### src/rtl/dsp_mac_sequencer_if.sv
// rtl/dsp_mac_sequencer_if.sv - sample stream in and dot-product result out of the MAC sequencer
interface dsp_mac_sequencer_if #(
    parameter int CW = 16
);
    logic                 s_valid;
    logic                 s_ready;
    logic signed [24:0]   s_a;
    logic signed [24:0]   s_d;
    logic signed [17:0]   s_b;
    logic                 s_sub;
    logic                 s_last;

    logic                 m_valid;
    logic signed [47:0]   m_data;
    logic [CW-1:0]        m_count;

    modport master (
        output s_valid, s_a, s_d, s_b, s_sub, s_last,
        input  s_ready,
        input  m_valid, m_data, m_count
    );

    modport slave (
        input  s_valid, s_a, s_d, s_b, s_sub, s_last,
        output s_ready,
        output m_valid, m_data, m_count
    );
endinterface

### src/rtl/dsp_mac_sequencer.sv
// rtl/dsp_mac_sequencer.sv - feeds a DSP48E1 p = b*(d+-a) + Z slice and captures one dot product per vector
module dsp_mac_sequencer #(
    parameter int CW = 16
) (
    input  logic               clock,
    input  logic               reset,
    dsp_mac_sequencer_if.slave sif,
    output logic signed [24:0] dsp_a,
    output logic signed [24:0] dsp_d,
    output logic signed [17:0] dsp_b,
    output logic [4:0]         dsp_mode,
    output logic               dsp_ce1,
    output logic               dsp_ce2,
    output logic               dsp_cem,
    output logic               dsp_cep,
    input  logic signed [47:0] dsp_p
);
    localparam logic [1:0]    Z_ZERO  = 2'b00;
    localparam logic [1:0]    Z_P     = 2'b10;
    localparam logic [CW-1:0] CNT_ONE = {{(CW-1){1'b0}}, 1'b1};
    localparam logic [CW-1:0] CNT_MAX = {CW{1'b1}};

    logic               accept;

    logic               first_q,  first_d;
    logic [CW-1:0]      cnt_q,    cnt_d;
    logic signed [24:0] a_q,      a_d;
    logic signed [24:0] d_q,      d_d;
    logic               sub_q,    sub_d;
    logic signed [17:0] b1_q,     b1_d;
    logic signed [17:0] b2_q,     b2_d;
    logic [1:0]         z1_q,     z1_d;
    logic [1:0]         z2_q,     z2_d;
    logic [1:0]         z3_q,     z3_d;
    logic [4:0]         last_q,   last_d;
    logic [CW-1:0]      cp_q [5];
    logic [CW-1:0]      cp_d [5];
    logic               m_valid_q, m_valid_d;
    logic signed [47:0] m_data_q,  m_data_d;
    logic [CW-1:0]      m_count_q, m_count_d;

    assign sif.s_ready = !reset;
    assign accept      = sif.s_valid & sif.s_ready;

    always_comb begin
        first_d = first_q;
        cnt_d   = cnt_q;
        if (accept) begin
            first_d = sif.s_last;
            if (first_q) begin
                cnt_d = CNT_ONE;
            end else if (cnt_q != CNT_MAX) begin
                cnt_d = cnt_q + CNT_ONE;
            end
        end

        // Bubbles zero the pre-adder inputs so the slice adds a zero product.
        a_d   = accept ? sif.s_a   : '0;
        d_d   = accept ? sif.s_d   : '0;
        sub_d = accept ? sif.s_sub : 1'b0;
        b1_d  = accept ? sif.s_b   : '0;
        b2_d  = b1_q;

        // Z select trails A/D so it reaches the OPMODE register with the product at M.
        z1_d  = (accept && first_q) ? Z_ZERO : Z_P;
        z2_d  = z1_q;
        z3_d  = z2_q;

        last_d = {last_q[3:0], accept & sif.s_last};
        cp_d[0] = cnt_d;
        for (int i = 1; i < 5; i++) begin
            cp_d[i] = cp_q[i-1];
        end

        m_valid_d = last_q[4];
        m_data_d  = last_q[4] ? dsp_p    : m_data_q;
        m_count_d = last_q[4] ? cp_q[4]  : m_count_q;
    end

    always_ff @(posedge clock) begin
        if (reset) begin
            first_q   <= 1'b1;
            cnt_q     <= '0;
            a_q       <= '0;
            d_q       <= '0;
            sub_q     <= 1'b0;
            b1_q      <= '0;
            b2_q      <= '0;
            z1_q      <= Z_ZERO;
            z2_q      <= Z_ZERO;
            z3_q      <= Z_ZERO;
            last_q    <= '0;
            for (int i = 0; i < 5; i++) begin
                cp_q[i] <= '0;
            end
            m_valid_q <= 1'b0;
            m_data_q  <= '0;
            m_count_q <= '0;
        end else begin
            first_q   <= first_d;
            cnt_q     <= cnt_d;
            a_q       <= a_d;
            d_q       <= d_d;
            sub_q     <= sub_d;
            b1_q      <= b1_d;
            b2_q      <= b2_d;
            z1_q      <= z1_d;
            z2_q      <= z2_d;
            z3_q      <= z3_d;
            last_q    <= last_d;
            for (int i = 0; i < 5; i++) begin
                cp_q[i] <= cp_d[i];
            end
            m_valid_q <= m_valid_d;
            m_data_q  <= m_data_d;
            m_count_q <= m_count_d;
        end
    end

    assign dsp_a    = a_q;
    assign dsp_d    = d_q;
    assign dsp_b    = b2_q;
    assign dsp_mode = {sub_q, z3_q, 2'b00};
    assign dsp_ce1  = 1'b1;
    assign dsp_ce2  = 1'b1;
    assign dsp_cem  = 1'b1;
    assign dsp_cep  = 1'b1;

    assign sif.m_valid = m_valid_q;
    assign sif.m_data  = m_data_q;
    assign sif.m_count = m_count_q;
endmodule

### src/flat_wrapper.sv
// flat-port wrapper written by rule: the top's interface ports become plain ports
module dsp_mac_sequencer_flat 
#(
    parameter int CW = 16
)
  (clock, reset, dsp_a, dsp_d, dsp_b, dsp_mode, dsp_ce1, dsp_ce2, dsp_cem, dsp_cep, dsp_p, sif_s_valid, sif_s_a, sif_s_d, sif_s_b, sif_s_sub, sif_s_last, sif_s_ready, sif_m_valid, sif_m_data, sif_m_count);
  dsp_mac_sequencer_if #(.CW(CW)) sif_i ();
  input  logic clock;
  input  logic reset;
  output logic signed [24:0] dsp_a;
  output logic signed [24:0] dsp_d;
  output logic signed [17:0] dsp_b;
  output logic [4:0] dsp_mode;
  output logic dsp_ce1;
  output logic dsp_ce2;
  output logic dsp_cem;
  output logic dsp_cep;
  input  logic signed [47:0] dsp_p;
  input wire logic [$bits(sif_i.s_valid)-1:0] sif_s_valid;
  input wire logic [$bits(sif_i.s_a)-1:0] sif_s_a;
  input wire logic [$bits(sif_i.s_d)-1:0] sif_s_d;
  input wire logic [$bits(sif_i.s_b)-1:0] sif_s_b;
  input wire logic [$bits(sif_i.s_sub)-1:0] sif_s_sub;
  input wire logic [$bits(sif_i.s_last)-1:0] sif_s_last;
  output wire logic [$bits(sif_i.s_ready)-1:0] sif_s_ready;
  output wire logic [$bits(sif_i.m_valid)-1:0] sif_m_valid;
  output wire logic [$bits(sif_i.m_data)-1:0] sif_m_data;
  output wire logic [$bits(sif_i.m_count)-1:0] sif_m_count;
  assign sif_i.s_valid = sif_s_valid;
  assign sif_i.s_a = sif_s_a;
  assign sif_i.s_d = sif_s_d;
  assign sif_i.s_b = sif_s_b;
  assign sif_i.s_sub = sif_s_sub;
  assign sif_i.s_last = sif_s_last;
  assign sif_s_ready = sif_i.s_ready;
  assign sif_m_valid = sif_i.m_valid;
  assign sif_m_data = sif_i.m_data;
  assign sif_m_count = sif_i.m_count;
  dsp_mac_sequencer #(.CW(CW)) u_core (.clock(clock), .reset(reset), .sif(sif_i), .dsp_a(dsp_a), .dsp_d(dsp_d), .dsp_b(dsp_b), .dsp_mode(dsp_mode), .dsp_ce1(dsp_ce1), .dsp_ce2(dsp_ce2), .dsp_cem(dsp_cem), .dsp_cep(dsp_cep), .dsp_p(dsp_p));
endmodule
### config.mk
export PLATFORM = sky130hd
export DESIGN_NAME = dsp_mac_sequencer_flat
export DESIGN_NICKNAME = d
export VERILOG_FILES = /design/src/rtl/dsp_mac_sequencer_if.sv /design/src/rtl/dsp_mac_sequencer.sv /design/src/flat_wrapper.sv
export SDC_FILE = /design/constraint.sdc
export NUM_CORES = 1
export LEC_CHECK = 0
export BUFFER_PORTS_ARGS = -buffer_cell sky130_fd_sc_hd__buf_2
export CORE_MARGIN = 2
export CORE_UTILIZATION = 35
export DETAILED_ROUTE_END_ITERATION = 10
export GPL_TIMING_DRIVEN = 1
export HOLD_SLACK_MARGIN = 0.02
export PLACE_DENSITY = 0.59
export SETUP_SLACK_MARGIN = 0.05
export SKIP_CTS_REPAIR_TIMING = 1
export SLEW_MARGIN = 10
export SYNTH_ARGS = -nofsm -noshare
export SYNTH_HDL_FRONTEND = slang
export SYNTH_SLANG_ARGS = --single-unit
### constraint.sdc
create_clock -name clock -period 5.44 [get_ports clock]
set_input_delay 0 -clock clock [delete_from_list [all_inputs] [get_ports clock]]
set_output_delay 0 -clock clock [all_outputs]
set_load 0.03 [all_outputs]
# After elaboration in Yosys (flattened, before gate mapping)
# Memories as Yosys holds them, arrays and structs flattened. A register that Yosys moved wholly into a read port is not among the register bits.
# Index checks and enable logic that the tools add are counted.
[totals] memories=1 mem_bits_rw=80 in_bits=121 out_inout_bits=143 regBits=164 word_cells=39
[memory_table] name="u_core.cp_q" depth=5 word_bits=16 read_ports=5 rd_clocked_by_memory_dff=1 write_ports=5 line_no="dsp_mac_sequencer.sv:36" text="logic [CW-1:0] cp_q [5];"
[op_classes] mux=12 n_bitwise=8 n_eq_ne=1 reduce_logical=3 add_sub_neg=1
[ops] cell="16-bit two-way mux" count=8
[ops] cell="16-bit by 1-bit adder with 16-bit output, second input constant" count=1
[ops] cell="16-bit != test, second input constant" count=1
[ops] cell="1-bit bitwise OR" count=5
[ops] cell="1-bit two-way mux" count=3
[ops] cell="1-bit bitwise AND" count=2
[ops] cell="2-bit two-way mux" count=1
[ops] cell="2-bit OR reduction" count=1
[ops] cell="1-bit logical AND" count=1
[ops] cell="1-bit zero test" count=1
[ops] cell="1-bit inverter" count=1

# Depth between registers and ports, before layout
# Gate-level depths: netlist of run 1.
[depth] depth_word=5 mapped_depth=6

# Least setup slack after synthesis of run 1
# OpenSTA, ideal clock, no wires.
[synth_path] kind="reg2reg" start="memory u_core.cp_q[0][0]" end="memory u_core.cp_q[0][11]" n_path_buf=1 path_slack_ns=3.374 required_time_ns=5.318 t_arrival_ns=1.944 stages_incl_launch_ff=7 path_cell_list="dfxtp_1 -> ha_1 -> nand4_4 -> or4_4 -> buf_6 -> and2_4 -> a221o_1"
[synth_lines] item="from (decl)" line_no="dsp_mac_sequencer.sv:36"

==> results of run 1 <==
## where the power goes
part	leakage [nW]	internal, mW	switching (mW)
Combinational	2.55	0.122	0.120
Sequential	1.96	1.79	0.00928
Clock	0.365	0.919	0.635
## per-layer routing
| layer | wire [um] | GRT usage [%] | vias up |
|---|---|---|---|
| li1 | - | - | 2904 |
| met1 | 7120 | 14.7 | 2559 |
| met2 | 8380 | 20.7 | 202 |
| met3 | 1300 | 3.92 | 31 |
| met4 | 390 | 4.54 | 0 |
| met5 | 0 | 0 | - |
## flip-flops by register name (all words and copies together) (netlist names)
register / count
u_core.sif.m_valid: 1
u_core.sub_q: 1
u_core.z3_q: 1
u_core.dsp_a: 25
u_core.sif.m_count: 16
u_core.sif.m_data: 48
u_core.z2_q: 1
u_core.cp_q: 80
u_core.dsp_d: 25
u_core.b1_q: 18
u_core.first_q: 1
u_core.last_q: 5
u_core.z1_q: 1
u_core.dsp_b: 18
## cell usage after synthesis, drive strengths merged, types with 2 or more instances
master / number / area, um2
or4: 2 / 18.8
nand4b: 6 / 52.6
a221o: 4 / 40.0
conb: 2 / 7.51
nand4: 7 / 58.8
o21ai: 3 / 15.0
nor3: 2 / 10.0
o31a: 2 / 17.5
buf: 18 / 110
inv: 3 / 11.3
clkbuf: 32 / 123
a2bb2oi: 2 / 17.5
nand2b: 3 / 18.8
a21o: 3 / 22.5
nand3: 8 / 40.0
nor2b: 90 / 563
and4: 4 / 35.0
and2: 71 / 447
dfxtp: 241 / 4820
nor2: 74 / 278
o2bb2ai: 2 / 17.5
a21oi: 6 / 30.0
mux2i: 70 / 701
nor4: 3 / 18.8
nand2: 11 / 41.3
## worst max-delay path, delay by kind of cell, from the launching register on
| kind | cells | cell delay (ps) |
|---|---|---|
| compound gates | 2 | 690 |
| simple gates | 2 | 830 |
| fa+ha+maj | 1 | 310 |
| flops | 1 | 420 |
## area by class of cell
| class | instances | area [um2] | area share, % |
|---|---|---|---|
| flip-flops and latches | 241 | 4830 | 43.9 |
| multi-input cells | 390 | 2570 | 23.4 |
| repair buffers | 379 | 2510 | 22.8 |
| clock buffers | 39 | 738 | 6.71 |
| well taps | 275 | 344 | 3.13 |
| inverters | 3 | 11.3 | 0.102 |
| clock inverters | 1 | 5.00 | 0.0455 |
## final timing paths
kind,startpoint,to,slack [ps],cells after the start
max,u_core.cp_q[0][0]$_SDFFE_PP0P_,u_core.cp_q[0][9]$_SDFFE_PP0P_,3110,5
max reg2reg,u_core.cp_q[0][0]$_SDFFE_PP0P_,u_core.cp_q[0][9]$_SDFFE_PP0P_,3110,5
min,reset,u_core.cp_q[1][11]$_SDFF_PP0_,60,2
min reg2reg,u_core.cp_q[2][14]$_SDFF_PP0_,u_core.cp_q[3][14]$_SDFF_PP0_,430,1
## kinds of logic (layout without fill, tap and decap cells)
logic type,count (synthesis),in the layout
AOI/OAI and AO/OA,26,26
adders and majority gates,1,1
buffers and inverters,53,422
DFF,241,241
muxes,71,71
other,2,7
and+or+nand+nor,285,285
==> flow_metrics.tcl, run 1 <==
set metrics [dict create \
    clock-sinks 241 \
    rows 53 \
    start_util_pct 35.9 \
    clk_latency_ps 500 \
    vdd_drop_max_mv 0.235 \
    synth-warning-count 0 \
    drt.antenna.violating_nets 0 \
    cp-end-kind "flop" \
    final_hold_viol_count 0 \
    synth-adder-area-share_pct 0.164 \
    synth_top_family_by_area "simple AND/OR/NAND/NOR gates" \
    die_h_um 152 \
    cts_buffers 25 \
    final_util_pct 51.9 \
    syn_inst 679 \
    cts_tree "built" \
    power_density_nw_per_um2 327 \
    grt_usage_pct 12.3 \
    syn-cell-area_um2 7610 \
    slowest_delay_ps 660 \
    slew_headroom_pct 23.1 \
    muxShareOfSynthArea_pct 9.35 \
    seq_area_frac_synth_pct 63.4 \
    drtIter0Drc 186 \
    skew_ps 11.3 \
    dp_hpwl_mm 10.0 \
    grt_pass1_wl_mm 22.8 \
    portBuffers 256 \
    syn2layout_area_growth_pct 44.5 \
    run_status "completed" \
    final_common_cell "buf_2" \
    drive_gt1_share_pct 28.3 \
    final-setup-viol-count 0 \
    io_pins 264 \
    power_mw 3.60 \
    n_antenna_cell 0 \
    die-area_um2 23000 \
    grt_antenna_before_repair 0 \
    synth-compound-area-share_pct 2.65 \
    nFillCells 1879 \
    fin_cells 1328 \
    finalNetCount 1162 \
    synth.distinct_cells 42 \
    drv_cap 0 \
    post_dp_cell_area_um2 9060 \
    crit_required_ps 5880 \
    cp_cell_sequence "ha_1 -> nand4_4 -> or4_4 -> a21oi_1 -> a221o_1" \
    tns_ps 0 \
    grt_pass1_vias 4717 \
    placed_cells 1168 \
    leakage_nw 4.87 \
    worst_pin_slew_ps 1150 \
    design_area_um2 11000 \
    ys.flop_type "dfxtp_1" \
    postSynthAreaPerCell_um2 11.2 \
    clk_pin_slew_ps 60 \
    detail_route.vias_per_cell 4.29 \
    async_flop_share_pct 0 \
    setup_slack_ps 3110 \
    firstDrtPassIters 4 \
    dp_slack_ps 3160 \
    grt_max_degree 97 \
    worst_hold_slack_ps 56.0 \
    drc 0 \
    synth_edf_count 0 \
    htreeDepth 1 \
    synth-simple-area-share_pct 21.2 \
    min_path_type "input pin to flop" \
    core-area_um2 21200 \
    die_w_um 152 \
    mostFrequentLayoutCells "buf_2, dfxtp_1, dlygate4sd3_1" \
    crit_slowest_cell "or4_4" \
    critPathKind "flop to flop" \
    vias 5696 \
    worstPathMaxFanout 11 \
    period_needed_ps 2330 \
    clock_path_buffers 3 \
    gp_congestion 0.810 \
    crit_arrival_ps 2770 \
    grt_overflow 0 \
    cts_root_buffer "clkbuf_16" \
    cp-start-kind "flop" \
    slew_violations 0 \
    max_freq_ghz 0.429 \
    period_share_pct 42.8 \
    route.detailed.wl_per_inst_um 12.9 \
    synth-seq-cells 241 \
    drt_wl_total_mm 17.2 \
    synthXorXnorAreaFrac_pct 0 \
    rsz0062_at_grt "no" \
]
Power figures use the tool's default switching activity.
==> run 2, diff against run 1 <==
==> constraint.sdc (replaced) <==
create_clock -name clock -period 2.39 [get_ports clock]
set_input_delay 0 -clock clock [delete_from_list [all_inputs] [get_ports clock]]
set_output_delay 0 -clock clock [all_outputs]
set_load 0.03 [all_outputs]
==> flow_metrics.tcl, run 2 (synthesized netlist as in run 1, its figures left out) <==
set metrics [dict create \
    run_status "completed" \
    clk_pin_slew_ps 60 \
    mostFrequentLayoutCells "buf_2, dfxtp_1, dlygate4sd3_1" \
    n_antenna_cell 0 \
    final-setup-viol-count 0 \
    cp-end-kind "flop" \
    die_h_um 152 \
    swShare_pct 21.6 \
    combinationalPowerShare_pct 6.6 \
    largest_reg_flops 80 \
    switchingPower_mw 1.85 \
    firstDrtPassIters 4 \
    multi_input_area_um2 2580 \
    pwr-share-clk_pct 45.4 \
    die-area_um2 23000 \
    io_pins 264 \
    regArea_um2 4830 \
    vias 5761 \
    critPathKind "flop to flop" \
    gp_congestion 0.803 \
    cts_root_buffer "clkbuf_16" \
    drv_cap 0 \
    detail_route.vias_per_cell 4.28 \
    min_path_type "input pin to flop" \
    drt.antenna.violating_nets 0 \
    clock-sinks 241 \
    design_area_um2 11200 \
    power_density_nw_per_um2 763 \
    slew_headroom_pct 48.9 \
    final_hold_viol_count 0 \
    htreeDepth 1 \
    largest-register "u_core.cp_q" \
    rsz0062_at_grt "no" \
    drc 0 \
    worst_pin_slew_ps 767 \
    crit_arrival_ps 2580 \
    drt_wl_total_mm 17.4 \
    max_freq_ghz 0.457 \
    clock_path_buffers 3 \
    pwr-share-seq_pct 48.0 \
    dp_hpwl_mm 10.5 \
    cts_buffers 25 \
    slew_violations 0 \
    internal_power_mw 6.70 \
    die_w_um 152 \
    nFillCells 1867 \
    clk_latency_ps 510 \
    drtIter0Drc 218 \
    holdPathStages 3 \
    leakage_nw 4.98 \
    reg2regPathDepth 5 \
    final_common_cell "buf_2" \
    drive_gt1_share_pct 29.9 \
    grt_overflow 0 \
    grt_pass1_wl_mm 23.3 \
    syn2layout_area_growth_pct 47.1 \
    grt_usage_pct 12.4 \
    rows 53 \
    vdd_drop_max_mv 0.511 \
    grt_antenna_before_repair 0 \
    grt_pass1_vias 4771 \
    tns_ps 0 \
    period_needed_ps 2190 \
    post_dp_cell_area_um2 9160 \
    period_share_pct 91.6 \
    route.detailed.wl_per_inst_um 13.0 \
    grt_max_degree 79 \
    cts_tree "built" \
    finalNetCount 1175 \
    worstPathMaxFanout 11 \
    start_util_pct 35.9 \
    portBuffers 256 \
    cp-start-kind "flop" \
    core-area_um2 21200 \
    crit_required_ps 2780 \
    skew_ps 9.35 \
]
run 2: changes by cell type in the layout (fill, tap and decap cells not counted), sizes merged:
cell,delta
buf,+13
clkbuf,-3
clkinv,+3
bufinv,+2
clkinvlp,+2
inv,+2
run 2: routing by layer:
layer	track usage [%]	share of wire, %	vias to the layer above	wire [um]
li1	-	-	2942	-
met1	15.0	41	2603	7190
met2	20.8	49	188	8570
met3	3.89	7.3	28	1280
met4	4.54	2.4	0	416
met5	0	0	-	0
run 2: power by group through the flow:
stage / combinational, mW / sequential, mW / clock, mW
floorplan: 0.144 / 4.28 / 0
global placement: 0.408 / 4.19 / 0
detailed placement: 0.409 / 4.19 / 0
CTS: 0.410 / 4.10 / 4.00
global route: 0.612 / 4.10 / 4.17
finish: 0.565 / 4.10 / 3.88
run 2: final timing paths:
path	from	end	slack, ps
hold reg to reg	u_core.cp_q[3][15]$_SDFF_PP0_	u_core.cp_q[4][15]$_SDFF_PP0_	430
setup / recovery	u_core.cp_q[0][1]$_SDFFE_PP0P_	u_core.cp_q[0][11]$_SDFFE_PP0P_	200
setup reg to reg	u_core.cp_q[0][1]$_SDFFE_PP0P_	u_core.cp_q[0][11]$_SDFFE_PP0P_	200
hold / removal	sif_s_d[9]	u_core.dsp_d[9]$_SDFF_PP0_	220
run 2: critical path, stage by stage, from the launching register on:
cell	delay (ps)
dfxtp_1	400
ha_1	300
nand4_4	180
or4_4	670
and2_4	220
a221o_1	310
run 2: layout make-up:
class / count / share of cell area (%)
clock buffers: 36 / 6.49
clock inverters: 10 / 1.01
inverters: 3 / 0.101
multi-input cells: 390 / 23.0
flip-flops and latches: 241 / 43.1
well taps: 275 / 3.07
repair buffers: 392 / 23.2
run 2: metrics by stage:
stage          util [%]  std cells  setup WS [ps]  hold slack, ps  power [mW]
3_5_place_dp       43.2       1181            151             201        4.60
5_1_grt            52.8       1347           91.4             215        8.89
6_report           52.8       1347            201             217        8.55
2_1_floorplan         -        684            324             122        4.43
3_3_place_gp       43.2       1181            219             199        4.60
4_1_cts            47.1       1227            135            -341        8.51
==> run 3, diff against run 2 <==
--- a/config.mk
+++ b/config.mk
@@ -12,6 +12,7 @@
 export GPL_TIMING_DRIVEN = 1
 export HOLD_SLACK_MARGIN = 0.02
 export PLACE_DENSITY = 0.59
+export RECOVER_POWER = 25
 export SETUP_SLACK_MARGIN = 0.05
 export SKIP_CTS_REPAIR_TIMING = 1
 export SLEW_MARGIN = 10
==> flow_metrics.tcl, run 3 (synthesized netlist as in run 1, its figures left out) <==
set metrics [dict create \
    run_status "completed" \
    combinationalPowerShare_pct 6.5 \
    drv_cap 0 \
    drtIter0Drc 205 \
    gp_congestion 0.803 \
    crit_arrival_ps 2580 \
    design_area_um2 11100 \
    io_pins 264 \
    pwr-share-seq_pct 48.0 \
    worst_hold_slack_ps 219 \
    power_density_nw_per_um2 769 \
    drt.antenna.violating_nets 0 \
    fin_cells 1347 \
    clock_path_buffers 3 \
    grt_pass1_vias 4771 \
    largest_reg_flops 80 \
    dp_hpwl_mm 10.5 \
    cp_cell_sequence "ha_1 -> nand4_4 -> or4_4 -> and2_4 -> a221o_1" \
    vdd_drop_max_mv 0.515 \
    period_needed_ps 2190 \
    detail_route.vias_per_cell 4.28 \
    final_common_cell "dfxtp_1" \
    clock-sinks 241 \
    cts_root_buffer "clkbuf_16" \
    die_w_um 152 \
    start_util_pct 35.9 \
    die_h_um 152 \
    tns_ps 0 \
    vias 5765 \
    cts_tree "built" \
    leakage_nw 4.68 \
    grt_usage_pct 12.4 \
    skew_ps 8.77 \
    clk_latency_ps 510 \
    max_freq_ghz 0.457 \
    placed_cells 1181 \
    crit_required_ps 2780 \
    cp-start-kind "flop" \
    portBuffers 256 \
    finalNetCount 1175 \
    worst_pin_slew_ps 1240 \
    rsz0062_at_grt "no" \
    pwr-share-clk_pct 45.5 \
    grt_antenna_before_repair 0 \
    slew_headroom_pct 17.1 \
    power_mw 8.54 \
    final_hold_viol_count 0 \
    clk_pin_slew_ps 60 \
    syn2layout_area_growth_pct 45.9 \
    critPathKind "flop to flop" \
    cts_buffers 25 \
    slowest_delay_ps 670 \
    firstDrtPassIters 4 \
    drive_gt1_share_pct 23.2 \
    n_antenna_cell 0 \
    rows 53 \
    mostFrequentLayoutCells "dfxtp_1, buf_2, dlygate4sd3_1" \
    drt_wl_total_mm 17.5 \
    internal_power_mw 6.69 \
    grt_max_degree 79 \
    period_share_pct 91.5 \
    post_dp_cell_area_um2 9160 \
    grt_pass1_wl_mm 23.3 \
    htreeDepth 1 \
    worstPathMaxFanout 11 \
    min_path_type "input pin to flop" \
    swShare_pct 21.7 \
    slew_violations 0 \
    drc 0 \
    crit_slowest_cell "or4_4" \
    switchingPower_mw 1.85 \
    grt_overflow 0 \
    die-area_um2 23000 \
    cp-end-kind "flop" \
    largest-register "u_core.cp_q" \
    core-area_um2 21200 \
    route.detailed.wl_per_inst_um 13.0 \
    final-setup-viol-count 0 \
]
## run 3: cell type report
| class | count | area (um2) |
|---|---|---|
| Timing Repair Buffer | 392 | 2510 |
| Inverter | 3 | 11.3 |
| Tap cell | 275 | 344 |
| Sequential cell | 241 | 4830 |
| Multi-Input combinational cell | 390 | 2580 |
| Clock buffer | 36 | 727 |
| Fill cell | 1907 | 10100 |
| Clock inverter | 10 | 113 |
## run 3: critical path, delay by kind of cell, from the launching register on
kind	cells	cell delay (ps)
adders and majority gates	1	300
AOI/OAI and AO/OA	1	310
and+or+nand+nor	3	1070
DFF	1	400
## run 3: power groups by stage
stage	registers, mW	logic, mW	clock network, mW
floorplan	4.28	0.144	0
global placement	4.19	0.408	0
detailed placement	4.19	0.409	0
CTS	4.10	0.410	4.00
global route	4.11	0.600	4.17
finish	4.10	0.554	3.89
## run 3: routing by layer
metal	share of wire, %	global-route usage (%)	vias up
li1	-	-	2942
met1	41	15.0	2599
met2	49	20.8	196
met3	7.6	3.89	28
met4	2.4	4.54	0
met5	0	0	-
## run 3: worst paths after layout
check | from | end | slack [ps] | cells past startpoint
hold / removal | sif_s_d[9] | u_core.dsp_d[9]$_SDFF_PP0_ | 220 | 3
hold reg to reg | u_core.cp_q[3][15]$_SDFF_PP0_ | u_core.cp_q[4][15]$_SDFF_PP0_ | 430 | 1
setup reg to reg | u_core.cp_q[0][1]$_SDFFE_PP0P_ | u_core.cp_q[0][11]$_SDFFE_PP0P_ | 200 | 5
setup / recovery | u_core.cp_q[0][1]$_SDFFE_PP0P_ | u_core.cp_q[0][11]$_SDFFE_PP0P_ | 200 | 5
## run 3: per-stage QoR
step	utilization (%)	setup WS (ps)
finish	52.4	204
global route	52.4	91.4
CTS	47.1	135
floorplan	-	324
global placement	43.2	219
detailed placement	43.2	151
